<file path="config.mk">
export PLATFORM = sky130hd
export DESIGN_NAME = m68k_eclock_vma_flat
export DESIGN_NICKNAME = d
export VERILOG_FILES = /design/src/rtl/m68k_eclock_vma_if.sv /design/src/rtl/m68k_eclock_vma.sv /design/src/flat_wrapper.sv
export SDC_FILE = /design/constraint.sdc
export NUM_CORES = 1
export LEC_CHECK = 0
export ABC_AREA = 1
export CAP_MARGIN = 20
export CORE_MARGIN = 10
export CORE_UTILIZATION = 40
export CTS_CLUSTER_DIAMETER = 50
export DETAILED_ROUTE_END_ITERATION = 6
export PLACE_DENSITY = 0.74
export REMOVE_ABC_BUFFERS = 1
export SKIP_CTS_REPAIR_TIMING = 1
export SYNTH_ARGS = -nofsm -noshare
export SYNTH_HDL_FRONTEND = slang
export SYNTH_SLANG_ARGS = --single-unit
export TNS_END_PERCENT = 30
</file>
<file path="constraint.sdc">
create_clock -name M68K_CLK -period 2.1 [get_ports M68K_CLK]
set_input_delay 0.42 -clock M68K_CLK [delete_from_list [all_inputs] [get_ports M68K_CLK]]
set_output_delay 0.42 -clock M68K_CLK [all_outputs]
set_load 0.05 [all_outputs]
</file>
<file path="src/rtl/m68k_eclock_vma_if.sv">
// m68k_eclock_vma_if: E clock / VPA-VMA bus signals between the transfer logic and the E/VMA engine
interface m68k_eclock_vma_if;
  logic       E_IN;
  logic       E_OUT;
  logic       E_OE;
  logic       M68K_VPA_n;
  logic       BUS_OWNED;
  logic       CYC_S3;
  logic       CYC_S7;
  logic       VMA_n;
  logic       VMA_OE;
  logic       VPA_DONE;
  logic [3:0] E_PHASE;
  modport master (
    output E_IN, M68K_VPA_n, BUS_OWNED, CYC_S3, CYC_S7,
    input  E_OUT, E_OE, VMA_n, VMA_OE, VPA_DONE, E_PHASE
  );
  modport slave (
    input  E_IN, M68K_VPA_n, BUS_OWNED, CYC_S3, CYC_S7,
    output E_OUT, E_OE, VMA_n, VMA_OE, VPA_DONE, E_PHASE
  );
endinterface

</file>
<file path="src/rtl/m68k_eclock_vma.sv">
// m68k_eclock_vma: 68000 E clock generator/tracker and VPA/VMA cycle engine; M68K_E_DETECT_EN enables external E detection
module m68k_eclock_vma #(
  parameter int E_LOW     = 6,
  parameter int E_HIGH    = 4,
  parameter int DET_WIN   = 255,
  parameter int DET_EDGES = 3
) (
  input logic                M68K_CLK,
  input logic                M68K_RESET_n,
  m68k_eclock_vma_if.slave   bus
);
  localparam logic [1:0] IDLE   = 2'd0;
  localparam logic [1:0] WAIT   = 2'd1;
  localparam logic [1:0] ASSERT = 2'd2;
  localparam logic [1:0] DONE   = 2'd3;
  localparam logic [3:0] PMAX   = 4'(E_LOW + E_HIGH - 1);
  localparam logic [3:0] ELOW   = 4'(E_LOW);
  logic       r_e_s1, r_e_s2, r_e_d, r_vpa_s1, r_vpa_s2;
  logic       r_mode, r_eout, r_vma_oe;
  logic [3:0] r_phase;
  logic [1:0] r_state;
  logic       w_fall;
  logic [3:0] w_phase_nxt;
  logic [1:0] w_state_nxt;
  // sync stages reset high so a pulled-up E or idle VPA never looks like an edge
  always_ff @(posedge M68K_CLK) begin
    if (!M68K_RESET_n) begin
      {r_e_s1, r_e_s2, r_e_d}  <= 3'b111;
      {r_vpa_s1, r_vpa_s2}     <= 2'b11;
    end else begin
      {r_e_s1, r_e_s2, r_e_d}  <= {bus.E_IN, r_e_s1, r_e_s2};
      {r_vpa_s1, r_vpa_s2}     <= {bus.M68K_VPA_n, r_vpa_s1};
    end
  end
  // phase resync on external E falls (input mode only) and transfer FSM next state
  always_comb begin
    w_fall      = r_e_d & ~r_e_s2 & ~r_mode;
    w_phase_nxt = w_fall ? 4'd1 : (r_phase == PMAX ? 4'd0 : r_phase + 4'd1);
    w_state_nxt = !bus.BUS_OWNED ? IDLE :
                  r_state == IDLE   ? ((bus.CYC_S3 & ~r_vpa_s2) ? WAIT : IDLE) :
                  r_state == WAIT   ? (!bus.CYC_S3 ? IDLE : (r_phase == 4'd2 ? ASSERT : WAIT)) :
                  r_state == ASSERT ? (r_phase == PMAX ? DONE : ASSERT) :
                  (bus.CYC_S7 ? IDLE : DONE);
  end
`ifdef M68K_E_DETECT_EN
  localparam int WW = $clog2(DET_WIN + 1);
  localparam int EW = $clog2(DET_EDGES + 1);
  localparam logic [WW-1:0] WMAX = WW'(DET_WIN);
  localparam logic [EW-1:0] EMAX = EW'(DET_EDGES);
  logic [WW-1:0] r_win;
  logic [EW-1:0] r_edges;
  // count external E falls inside the window; fall back to driving E if too few arrive
  always_ff @(posedge M68K_CLK) begin
    if (!M68K_RESET_n) begin
      r_win   <= '0;
      r_edges <= '0;
      r_mode  <= 1'b0;
    end else begin
      if (r_win != WMAX) r_win <= r_win + 1'b1;
      if (w_fall && r_win != WMAX && r_edges != EMAX) r_edges <= r_edges + 1'b1;
      if (r_win == WMAX && r_edges != EMAX) r_mode <= 1'b1;
    end
  end
`else
  // no detector: always drive E, starting the first cycle after reset release
  always_ff @(posedge M68K_CLK) begin
    if (!M68K_RESET_n) r_mode <= 1'b0;
    else r_mode <= 1'b1;
  end
`endif
  // E phase counter, E level derived from the next phase so E_OUT lines up with E_PHASE
  always_ff @(posedge M68K_CLK) begin
    if (!M68K_RESET_n) begin
      r_phase  <= 4'd0;
      r_eout   <= 1'b0;
      r_state  <= IDLE;
      r_vma_oe <= 1'b0;
    end else begin
      r_phase  <= w_phase_nxt;
      r_eout   <= w_phase_nxt >= ELOW;
      r_state  <= w_state_nxt;
      r_vma_oe <= bus.BUS_OWNED;
    end
  end
  assign bus.E_OUT    = r_eout;
  assign bus.E_OE     = r_mode;
  assign bus.E_PHASE  = r_phase;
  assign bus.VMA_n    = ~(r_state == ASSERT || r_state == DONE);
  assign bus.VMA_OE   = r_vma_oe;
  assign bus.VPA_DONE = bus.BUS_OWNED & (r_state == ASSERT) & (r_phase == PMAX);
endmodule

</file>
<file path="src/flat_wrapper.sv">
// flat-port wrapper written by rule: the top's interface ports become plain ports
module m68k_eclock_vma_flat 
#(
  parameter int E_LOW     = 6,
  parameter int E_HIGH    = 4,
  parameter int DET_WIN   = 255,
  parameter int DET_EDGES = 3
)
  (M68K_CLK, M68K_RESET_n, bus_E_IN, bus_M68K_VPA_n, bus_BUS_OWNED, bus_CYC_S3, bus_CYC_S7, bus_E_OUT, bus_E_OE, bus_VMA_n, bus_VMA_OE, bus_VPA_DONE, bus_E_PHASE);
  m68k_eclock_vma_if bus_i ();
  input logic M68K_CLK;
  input logic M68K_RESET_n;
  input wire logic [$bits(bus_i.E_IN)-1:0] bus_E_IN;
  input wire logic [$bits(bus_i.M68K_VPA_n)-1:0] bus_M68K_VPA_n;
  input wire logic [$bits(bus_i.BUS_OWNED)-1:0] bus_BUS_OWNED;
  input wire logic [$bits(bus_i.CYC_S3)-1:0] bus_CYC_S3;
  input wire logic [$bits(bus_i.CYC_S7)-1:0] bus_CYC_S7;
  output wire logic [$bits(bus_i.E_OUT)-1:0] bus_E_OUT;
  output wire logic [$bits(bus_i.E_OE)-1:0] bus_E_OE;
  output wire logic [$bits(bus_i.VMA_n)-1:0] bus_VMA_n;
  output wire logic [$bits(bus_i.VMA_OE)-1:0] bus_VMA_OE;
  output wire logic [$bits(bus_i.VPA_DONE)-1:0] bus_VPA_DONE;
  output wire logic [$bits(bus_i.E_PHASE)-1:0] bus_E_PHASE;
  assign bus_i.E_IN = bus_E_IN;
  assign bus_i.M68K_VPA_n = bus_M68K_VPA_n;
  assign bus_i.BUS_OWNED = bus_BUS_OWNED;
  assign bus_i.CYC_S3 = bus_CYC_S3;
  assign bus_i.CYC_S7 = bus_CYC_S7;
  assign bus_E_OUT = bus_i.E_OUT;
  assign bus_E_OE = bus_i.E_OE;
  assign bus_VMA_n = bus_i.VMA_n;
  assign bus_VMA_OE = bus_i.VMA_OE;
  assign bus_VPA_DONE = bus_i.VPA_DONE;
  assign bus_E_PHASE = bus_i.E_PHASE;
  m68k_eclock_vma #(.E_LOW(E_LOW), .E_HIGH(E_HIGH), .DET_WIN(DET_WIN), .DET_EDGES(DET_EDGES)) u_core (.M68K_CLK(M68K_CLK), .M68K_RESET_n(M68K_RESET_n), .bus(bus_i));
endmodule
</file>
==> results.md <==
- Status: finished, final reports clean
- Static leakage: approximately 0.33 nW
- DRC: 0
- P per Cell Area: 720 nW/um^2
- Vias: ~500
- Critical Path Source: u_core.bus.E_PHASE[0]$_SDFF_PN0_
- R2R setup slack: 1050 ps
- Synth unique cells: 14
- Setup Viol. Count Final: 0
- Max Cap Viol: 0
- Total grt overflow: 0
- Final WL: roughly 1000 um
- H-tree levels: 1
- Row count: 13
- Hpwl dp: 870 um
- Slew HR: between 60% and 70%
- Total GRT Usage: 7.07%
- Area of the multi-input gates: 213 um^2
- Clk buf depth: 2
- Clk slew on worst S/H paths: 80 ps
- Root Buffer: clkbuf_4
- Least-Margin Pin Slew: 500 ps
- Largest delay contributor family on the critical path: buffers and inverters
- RSZ-0062 raised after global routing: no
- Total Power: 547 uW
- Crit share post-route: between 90% and 100%
- Register bit count reported by yosys: 14
- Final Slew Violations: 0
- Max VDD drop: ~420 uV
- Die Ht: 56.9 um
- CP Buf/Inv Count: 1
- Drt first pass iters: 4
- Area grow syn2layout: 39.4%
- Worst-path cell chain: clkdlybuf4s50_1
- Nets@finish: 100
- Cell count after synthesis: 73
- Layout cells sized above 1: between 10% and 20%
- TritonCTS Buffers: 3
- Die W: 56.9 um
- Filler-free cell count of the finished design: between 100 and 150
- Util after Layout: between 50% and 60%
- Worst Path Arrival: approximately 1500 ps
- Dpl cells: around 100
- Dpl ws: roughly 360 ps
- Final hold vios: 0
- Core ar.: around 1300 um^2
- Crit-path max FO: 5
- Most frequent cells in the layout: nand2_1, clkdlybuf4s50_1, dfxtp_1, inv_1, nor2_1
- Vias/cell: 4.58
- Synth top area share: 51.4%
- Largest net degree at the start of global routing: 9
- First-pass GRT wire length: approximately 1900 um
- R2r startpoint: u_core.bus.E_PHASE[0]$_SDFF_PN0_
- Worst-Skew Late Latency: between 200 and 300 ps
- Ys Warns: 0
- Post-layout minimum cycle time: around 1900 ps
- CTS tree: built
- Max incr delay on CP: slightly above 800 ps
- Worst hold start: u_core.r_e_s1$_SDFF_PN1_
- Worst Setup End Kind: output pin
- Fin Clk Skew: ~2.7 ps
- Synth top area cells: dfxtp_1, nand2_1, inv_1
- Min setup slack post-route: approximately 160 ps
- Gpl congestion: approximately 0.7
- Worst path slowest cell: clkdlybuf4s50_1
- Initial DRC Count: 10
- Crit Path Category: reg -> out
- Antenna-violating nets left: 0
- DR WL/cell: approximately 9.6 um
- Commonest non-fill, non-tap cell in the layout: nand2_1
- Initial antenna violation count: 0
- Syn Area/Cell: approximately 7.5 um^2
- Die area: 3240 um^2
- WP data required: around 1700 ps
- Layout fillers: ~140
- Antenna Diode Count: 0
- Initial Utilization: between 40% and 50%
- Vias in the first global route: 473
- I/O pins: 16
- Max Freq: 516 MHz
- Worst Hold Class: reg -> reg
- Post-synth top area cell: dfxtp_1
- Setup TNS: 0 ps
- I/O Buffers: 15
- Critical Path Start Type: flop
- Clk sinks: 14
- Seq. cell area: about 280 um^2
- Mapped Area: ~550 um^2
- Sequential fraction of the synthesis area: roughly half
==> area by class of cell <==
class | instances | area share [%]
clock buffers | 4 | 4.77
inverters | 14 | 6.91
multi-input cells | 45 | 28.0
flip-flops and latches | 14 | 36.8
well taps | 15 | 2.47
repair buffers | 15 | 21.1
==> flip-flops by register name, indices dropped and copies added, names as in the netlist <==
signal / cells
u_core.bus.E_PHASE: 4
u_core.bus.VMA_OE: 1
u_core.bus.E_OUT: 1
u_core.bus.E_OE: 1
u_core.r_e_s1: 1
u_core.r_e_s2: 1
u_core.r_vpa_s1: 1
u_core.r_vpa_s2: 1
u_core.r_state: 2
u_core.r_e_d: 1
==> metal layers <==
metal  vias up  track usage (%)  part of all wire, %  routed length, um
met1       218             7.69                   44                456
met2        10             11.6                   47                486
li1        260                -                    -                  -
met3         2             3.10                  7.4                 76
met4         0             3.02                 0.97                 10
met5         -                0                    0                  0
==> synth_stat cells <==
cell type  number
nand2_1        16
dfxtp_1        14
inv_1          12
nor2_1         10
o21ai_0         5
or2_2           4
inv_2           2
nand3_1         2
nand4_1         2
nor2_2          2
a21oi_1         1
a21oi_2         1
nand3b_1        1
xor2_1          1
==> per-stage QoR <==
stage | hold WS (ps) | area (um^2)
detailed placement | 401 | 724
CTS | 423 | 761
global route | 434 | 761
floorplan | 392 | 546
global placement | 395 | 724
finish | 418 | 761
==> where the power goes <==
group	switching (mW)	internal, mW	total, mW	leakage [nW]
Combinational	0.0449	0.0307	0.0756	0.191
Clock	0.0833	0.105	0.189	0.0210
Sequential	0.00694	0.276	0.283	0.115
Total	0.135	0.412	0.547	0.328
==> worst paths after layout <==
path                                                     end  depth (start not counted)
worst min register to register      u_core.r_e_s2$_SDFF_PN1_                          1
worst max-delay path                          bus_E_PHASE[0]                          1
worst max register to register  u_core.r_state[0]$_SDFF_PN0_                          8
worst min-delay path                u_core.r_e_s2$_SDFF_PN1_                          1
==> logic make-up after synthesis <==
logic type | Yosys count | synth area share [%]
buffers and inverters | 14 | 9.63
AND/OR/NAND/NOR | 37 | 30.3
AO/OA/AOI/OAI | 7 | 7.11
XOR/XNOR | 1 | 1.61
flip-flops | 14 | 51.4
(Power assumes the default switching activity.)
